[config.mk]
export PLATFORM = sky130hd
export DESIGN_NAME = rotary_encoder_counter
export DESIGN_NICKNAME = d
export VERILOG_FILES = /design/src/rtl/rotary_encoder_counter.sv
export SDC_FILE = /design/constraint.sdc
export NUM_CORES = 1
export LEC_CHECK = 0
export ABC_AREA = 0
export CAP_MARGIN = 25
export CORE_AREA = 2 2 94 96
export DETAILED_ROUTE_END_ITERATION = 16
export DIE_AREA = 0 0 96 98
export PLACE_DENSITY = 0.66
export SYNTH_ARGS = -nofsm -noshare
export SYNTH_HDL_FRONTEND = slang
export SYNTH_SLANG_ARGS = --single-unit
[constraint.sdc]
create_clock -name i_clk -period 2.86 [get_ports i_clk]
set_clock_uncertainty 0.05 [all_clocks]
set_input_delay 0.429 -clock i_clk [delete_from_list [all_inputs] [get_ports i_clk]]
set_output_delay 0.429 -clock i_clk [all_outputs]
set_load 0.02 [all_outputs]
[src/rtl/rotary_encoder_counter.sv]
// Multi-channel quadrature encoder front end: per-channel sync, debounce filter,
// direction decode and wrap/saturate position counter.
//
//   state  | meaning
//   IDLE   | resting at detent 00, no partial cycle
//   CW1    | 01 reached moving clockwise
//   CW2    | 11 reached moving clockwise
//   CW3    | 10 reached moving clockwise, 00 next completes a CW detent
//   CCW1   | 10 reached moving counterclockwise
//   CCW2   | 11 reached moving counterclockwise
//   CCW3   | 01 reached moving counterclockwise, 00 next completes a CCW detent
//   RESYNC | after an illegal jump, waiting for 00 before decoding again
module rotary_encoder_counter #(
  parameter int CHANNELS      = 2,
  parameter int COUNT_WIDTH   = 8,
  parameter int FILTER_CYCLES = 4,
  parameter int STEP_MODE     = 0,
  parameter int SATURATE      = 0
) (
  input  logic                            i_clk,
  input  logic                            i_rst_n,
  input  logic [CHANNELS-1:0]             iv_phase_a,
  input  logic [CHANNELS-1:0]             iv_phase_b,
  input  logic [CHANNELS-1:0]             iv_clear,
  output logic [CHANNELS*COUNT_WIDTH-1:0] ov_position,
  output logic [CHANNELS-1:0]             ov_step,
  output logic [CHANNELS-1:0]             ov_step_cw,
  output logic [CHANNELS-1:0]             ov_err
);

  localparam int CNT_W = $clog2(FILTER_CYCLES + 1);
  localparam logic [COUNT_WIDTH-1:0] POS_MAX = '1;

  typedef enum logic [2:0] {IDLE, CW1, CW2, CW3, CCW1, CCW2, CCW3, RESYNC} state_t;

  function automatic logic [1:0] cw_next(input logic [1:0] ph);
    case (ph)
      2'b00:   cw_next = 2'b01;
      2'b01:   cw_next = 2'b11;
      2'b11:   cw_next = 2'b10;
      default: cw_next = 2'b00;
    endcase
  endfunction

  for (genvar n = 0; n < CHANNELS; n++) begin : g_ch
    logic [1:0]             sync_1, sync_2, ph_last, ph_filt, ph_prev;
    logic [CNT_W-1:0]       filt_cnt, run_len;
    state_t                 state;
    logic [COUNT_WIDTH-1:0] pos;
    logic                   step, step_cw, err;
    logic                   trans, illegal, step_now, cw_now;

    // run_len counts the current sample: consecutive identical samples that differ from ph_filt
    always_comb begin
      run_len = '0;
      if (sync_2 != ph_filt)
        run_len = (sync_2 != ph_last) ? CNT_W'(1) : filt_cnt + CNT_W'(1);
    end

    assign trans   = (ph_filt != ph_prev);
    assign illegal = trans && ((ph_filt ^ ph_prev) == 2'b11);

    always_comb begin
      step_now = 1'b0;
      cw_now   = 1'b0;
      if (trans && !illegal) begin
        if (STEP_MODE != 0) begin
          step_now = 1'b1;
          cw_now   = (ph_filt == cw_next(ph_prev));
        end else if (ph_filt == 2'b00) begin
          step_now = (state == CW3) || (state == CCW3);
          cw_now   = (state == CW3);
        end
      end
    end

    always_ff @(posedge i_clk) begin
      if (!i_rst_n) begin
        sync_1   <= 2'b00;
        sync_2   <= 2'b00;
        ph_last  <= 2'b00;
        ph_filt  <= 2'b00;
        ph_prev  <= 2'b00;
        filt_cnt <= '0;
        state    <= IDLE;
        pos      <= '0;
        step     <= 1'b0;
        step_cw  <= 1'b0;
        err      <= 1'b0;
      end else begin
        sync_1  <= {iv_phase_b[n], iv_phase_a[n]};
        sync_2  <= sync_1;
        ph_last <= sync_2;
        if (run_len == CNT_W'(FILTER_CYCLES)) begin
          ph_filt  <= sync_2;
          filt_cnt <= '0;
        end else begin
          filt_cnt <= run_len;
        end
        ph_prev <= ph_filt;

        step    <= step_now;
        step_cw <= cw_now;
        err     <= illegal;

        if (trans && STEP_MODE == 0) begin
          if (illegal) begin
            state <= (ph_filt == 2'b00) ? IDLE : RESYNC;
          end else begin
            case (state)
              IDLE:   state <= (ph_filt == 2'b01) ? CW1 : CCW1;
              CW1:    state <= (ph_filt == 2'b11) ? CW2 : IDLE;
              CW2:    state <= (ph_filt == 2'b10) ? CW3 : CW1;
              CW3:    state <= (ph_filt == 2'b00) ? IDLE : CW2;
              CCW1:   state <= (ph_filt == 2'b11) ? CCW2 : IDLE;
              CCW2:   state <= (ph_filt == 2'b01) ? CCW3 : CCW1;
              CCW3:   state <= (ph_filt == 2'b00) ? IDLE : CCW2;
              RESYNC: if (ph_filt == 2'b00) state <= IDLE;
            endcase
          end
        end

        // clear overrides a coincident step, though the strobe still goes out
        if (iv_clear[n]) begin
          pos <= '0;
        end else if (step_now) begin
          if (cw_now)
            pos <= (SATURATE != 0 && pos == POS_MAX) ? pos : pos + COUNT_WIDTH'(1);
          else
            pos <= (SATURATE != 0 && pos == '0) ? pos : pos - COUNT_WIDTH'(1);
        end
      end
    end

    assign ov_position[n*COUNT_WIDTH +: COUNT_WIDTH] = pos;
    assign ov_step[n]    = step;
    assign ov_step_cw[n] = step_cw;
    assign ov_err[n]     = err;
  end

endmodule

==> flow_metrics.py, run 1 <==
metrics = {
    "outcome": {
        "outcome": "complete, no violations",
    },
    "finish": {
        "area_growth_pct": 18.6,
        "fin_cells": 461,
        "nNetsFinal": 380,
        "fin_area_um2": 3410,
        "diodes": 0,
        "fill_cells": 827,
        "final_util_pct": 40.3,
        "drive_gt1_share_pct": 11.9,
        "layout_common_cells": "dfxtp_1, nor2_1, clkdlybuf4s50_1, a21oi_1, xnor2_1",
        "final_common_cell": "dfxtp_1",
    },
    "clock_network": {
        "cts_buffers": 5,
        "hold_buffers": 0,
        "htree_num_levels": 2,
        "insertion_delay_ps": 310,
        "cts.sinks": 54,
        "clkTransAtPathRegs_ps": 110,
        "clk_path_buf_depth": 2,
        "tritoncts": "done",
        "clock-root-buffer": "clkbuf_8",
    },
    "pwr": {
        "leakage_nw": 1.43,
        "pwr-share-clk_pct": 36.0,
        "p_int_mw": 0.966,
        "finalPower_mw": 1.27,
        "ir_drop_v": 0.000311,
        "seq_power_share_pct": 60.4,
        "sw_frac_of_total_pct": 23.7,
        "powerDensity_nw_per_um2": 371,
        "switchingPower_mw": 0.300,
        "comb_power_share_pct": 3.5,
    },
    "min_path": {
        "min_path_cells": 1,
        "hold_end": "g_ch[0].sync_2[1]",
        "min_path_type": "flip-flop to flip-flop",
        "min_from": "g_ch[0].sync_1[1]",
    },
    "worst_setup_path": {
        "slowest_stage": "dfxtp_2",
        "ff2ff_path_depth": 11,
        "worst_path_most_repeated_cell": "ha_1",
        "path_class": "flip-flop to flip-flop",
        "path_max_fanout": 6,
        "path_buf_inv": 1,
        "endpoint_kind": "flip-flop",
        "setup.worst_path.start": "g_ch[1].ph_filt[1]",
        "critPathRequiredTime_ps": 3020,
        "critPathArrivalTime_ps": 2870,
        "r2r-end": "g_ch[1].pos[7]",
        "path_cells": "xor2_2 > inv_1 > ha_1 > and4bb_2 > nand2_4 > ha_1 > a211oi_2 > o211ai_1 > o21ai_1 > mux2i_1 > mux2_2",
        "slowest_delay_ps": 370,
        "cp_top_family": "adder cells",
        "regToRegStartpoint": "g_ch[1].ph_filt[1]",
        "reg2reg_slack_ps": 150,
        "cp-start-kind": "flip-flop",
    },
    "route": {
        "drt_iter0_drc": 137,
        "vias": 2286,
        "drc": 0,
        "ant_nets": 0,
        "route.detailed.wl_per_inst_um": 11.5,
        "viasPerCell": 4.96,
        "drt_wl_total_mm": 5.28,
        "drt-pass1-iter-count": 4,
    },
    "synthesis": {
        "synth_edf_count": 0,
        "synthFlopType": "dfxtp_1",
        "synthCells": 325,
        "synth_nets": 353,
        "synthArstFlopShare_pct": 0,
        "yosys_warnings": 0,
        "synth.distinct_cells": 50,
        "ys_seq_area_share_pct": 37.5,
        "avgSynthCellArea_um2": 8.86,
        "netlist_area_um2": 2880,
        "synth_seq_cells": 54,
    },
    "die": {
        "ios": 30,
        "fp-row-count": 34,
        "die-area_um2": 9410,
        "initial_core_util_pct": 34.0,
        "die_w_um": 96,
        "die_y_um": 98,
        "core_um2": 8470,
    },
    "global_route": {
        "grt_pass1_vias": 2146,
        "grt_use_total_pct": 11.8,
        "antenna_found_initial": 0,
        "grt_pass1_wl_mm": 9.20,
        "grt_max_degree": 20,
        "grt-ovfl-total": 0,
    },
    "placed_design": {
        "post-place-ws_ps": 40.8,
        "place_area_um2": 3260,
        "dp_hpwl_mm": 3.78,
        "gp_congestion": 0.818,
        "port_buffers": 29,
        "dp_cells": 452,
    },
    "sta": {
        "min_period_ps": 2710,
        "worstMarginPinSlew_ps": 522,
        "report.final.slew_viol_count": 0,
        "rsz0062_at_grt": "yes",
        "setup_tns_ps": 0,
        "fmax_mhz": 368,
        "finalSetupViolCount": 0,
        "fin_ws_ps": 146,
        "finalHoldViolations": 0,
        "fin_crit_sh_pct": 94.9,
        "whs_ps": 394,
        "max_slew_margin_pct": 65.0,
    },
    "job": {
        "max_cap_viol_count": 0,
    },
}
[cell usage after synthesis (2+ instances only)]
cell,instances,area (um2)
a211o_1,2,17.5
a211oi_1,4,30.0
a21o_1,6,45.0
a21oi_1,21,105
a31oi_1,2,12.5
and2_1,12,75.1
and2_2,2,15.0
and3_2,2,15.0
buf_2,4,20.0
buf_4,10,75.1
clkbuf_1,6,22.5
dfxtp_1,54,1080
fa_1,2,40.0
ha_1,18,225
inv_1,17,63.8
mux2i_1,13,130
nand2_1,14,52.6
nand2b_1,7,43.8
nand3_1,6,30.0
nand4_1,2,12.5
nor2_1,45,169
nor2b_1,2,12.5
nor3b_2,2,25.0
nor4_1,3,18.8
nor4b_1,2,17.5
o211ai_1,4,30.0
o21a_1,2,15.0
o21ai_0,15,75.1
o221ai_1,2,17.5
o31ai_1,2,15.0
or4b_4,2,27.5
xnor2_1,18,158
xor2_1,5,43.8
[worst reg2reg max path, delay by kind of cell (launching register included)]
kind                     cells  cell delay [ps]
buffers and inverters        1               60
AO/OA/AOI/OAI                3              490
XOR/XNOR                     1              160
multiplexers                 2              550
AND/OR/NAND/NOR              2              360
flip-flops                   1              370
adder cells (fa/ha/maj)      2              560
[routing by layer]
metal	GRT usage [%]	up-vias	share of wire, %
met5	0	-	0
met4	3.52	0	0.87
met3	2.70	4	3.8
met2	18.8	34	46
met1	15.7	1082	49
li1	-	1166	-
[registers in the layout, indices dropped and copies added, names as in the netlist, 4 cells and up]
name	flops
g_ch.filt_cnt	6
g_ch.pos	16
g_ch.state	6
g_ch.ph_prev	4
g_ch.ph_filt	4
g_ch.sync_1	4
g_ch.sync_2	4
g_ch.ph_last	4
[power by group through the flow]
stage | registers, mW | clock network, mW | logic (mW)
final | 0.765 | 0.456 | 0.0446
after global routing | 0.766 | 0.506 | 0.0510
after CTS | 0.765 | 0.483 | 0.0456
after detailed placement | 0.783 | 0 | 0.0456
after global placement | 0.782 | 0 | 0.0447
after floorplan | 0.781 | 0 | 0.0286
[worst max-delay path by stage]
stage,end,slack (ps),depth (start not counted)
5_1_grt,g_ch[0].pos[7],-10,12
6_report,g_ch[1].pos[7],150,11
3_3_place_gp,g_ch[1].pos[7],120,11
4_1_cts,g_ch[1].pos[7],10,12
2_1_floorplan,g_ch[0].pos[6],0.07,12
3_5_place_dp,g_ch[1].pos[7],40,12
[logic make-up (layout without fill, tap and decap cells)]
group                      after synthesis  count (layout)  synth area share, %
AOI/OAI and AO/OA                       68              68                 14.9
xor gates and xnor gates                23              23                 7.00
adders and majority gates               20              20                 9.21
buffers and inverters                   39              67                 6.82
DFF                                     54              54                 37.5
muxes                                   14              14                 4.91
and+or+nand+nor                        107             107                 19.6
[area by class of cell]
type                       instances  area [um2]  area share [%]
multi-input combinational        232        1650            48.2
clock inverter                     3        28.8           0.843
tap                              108         135            3.96
inverter                          17        63.8            1.87
sequential                        54        1080            31.7
clock buffer                       5        68.8            2.02
timing repair buffer              42         388            11.4
[repair_timing]
action                                  CTS  global route
setup buffers                             0             1
endpoints found under the hold margin     0             0
gates resized for setup                   0            13
endpoints found under the setup margin    0             4
(Power assumes the default switching activity.)
==> run 2, diff against run 1 <==
--- a/config.mk
+++ b/config.mk
@@ -11,6 +11,7 @@
 export DETAILED_ROUTE_END_ITERATION = 16
 export DIE_AREA = 0 0 96 98
 export PLACE_DENSITY = 0.66
+export SLEW_MARGIN = 0
 export SYNTH_ARGS = -nofsm -noshare
 export SYNTH_HDL_FRONTEND = slang
 export SYNTH_SLANG_ARGS = --single-unit
==> results of run 2 <==
Final layout, timing and power as in run 1 (identical DEF).
==> run 3, diff against run 2 <==
--- a/config.mk
+++ b/config.mk
@@ -11,6 +11,7 @@
 export DETAILED_ROUTE_END_ITERATION = 16
 export DIE_AREA = 0 0 96 98
 export PLACE_DENSITY = 0.66
+export SKIP_CTS_REPAIR_TIMING = 1
 export SLEW_MARGIN = 0
 export SYNTH_ARGS = -nofsm -noshare
 export SYNTH_HDL_FRONTEND = slang
==> results of run 3 <==
Final layout, timing and power as in run 1 (identical DEF).
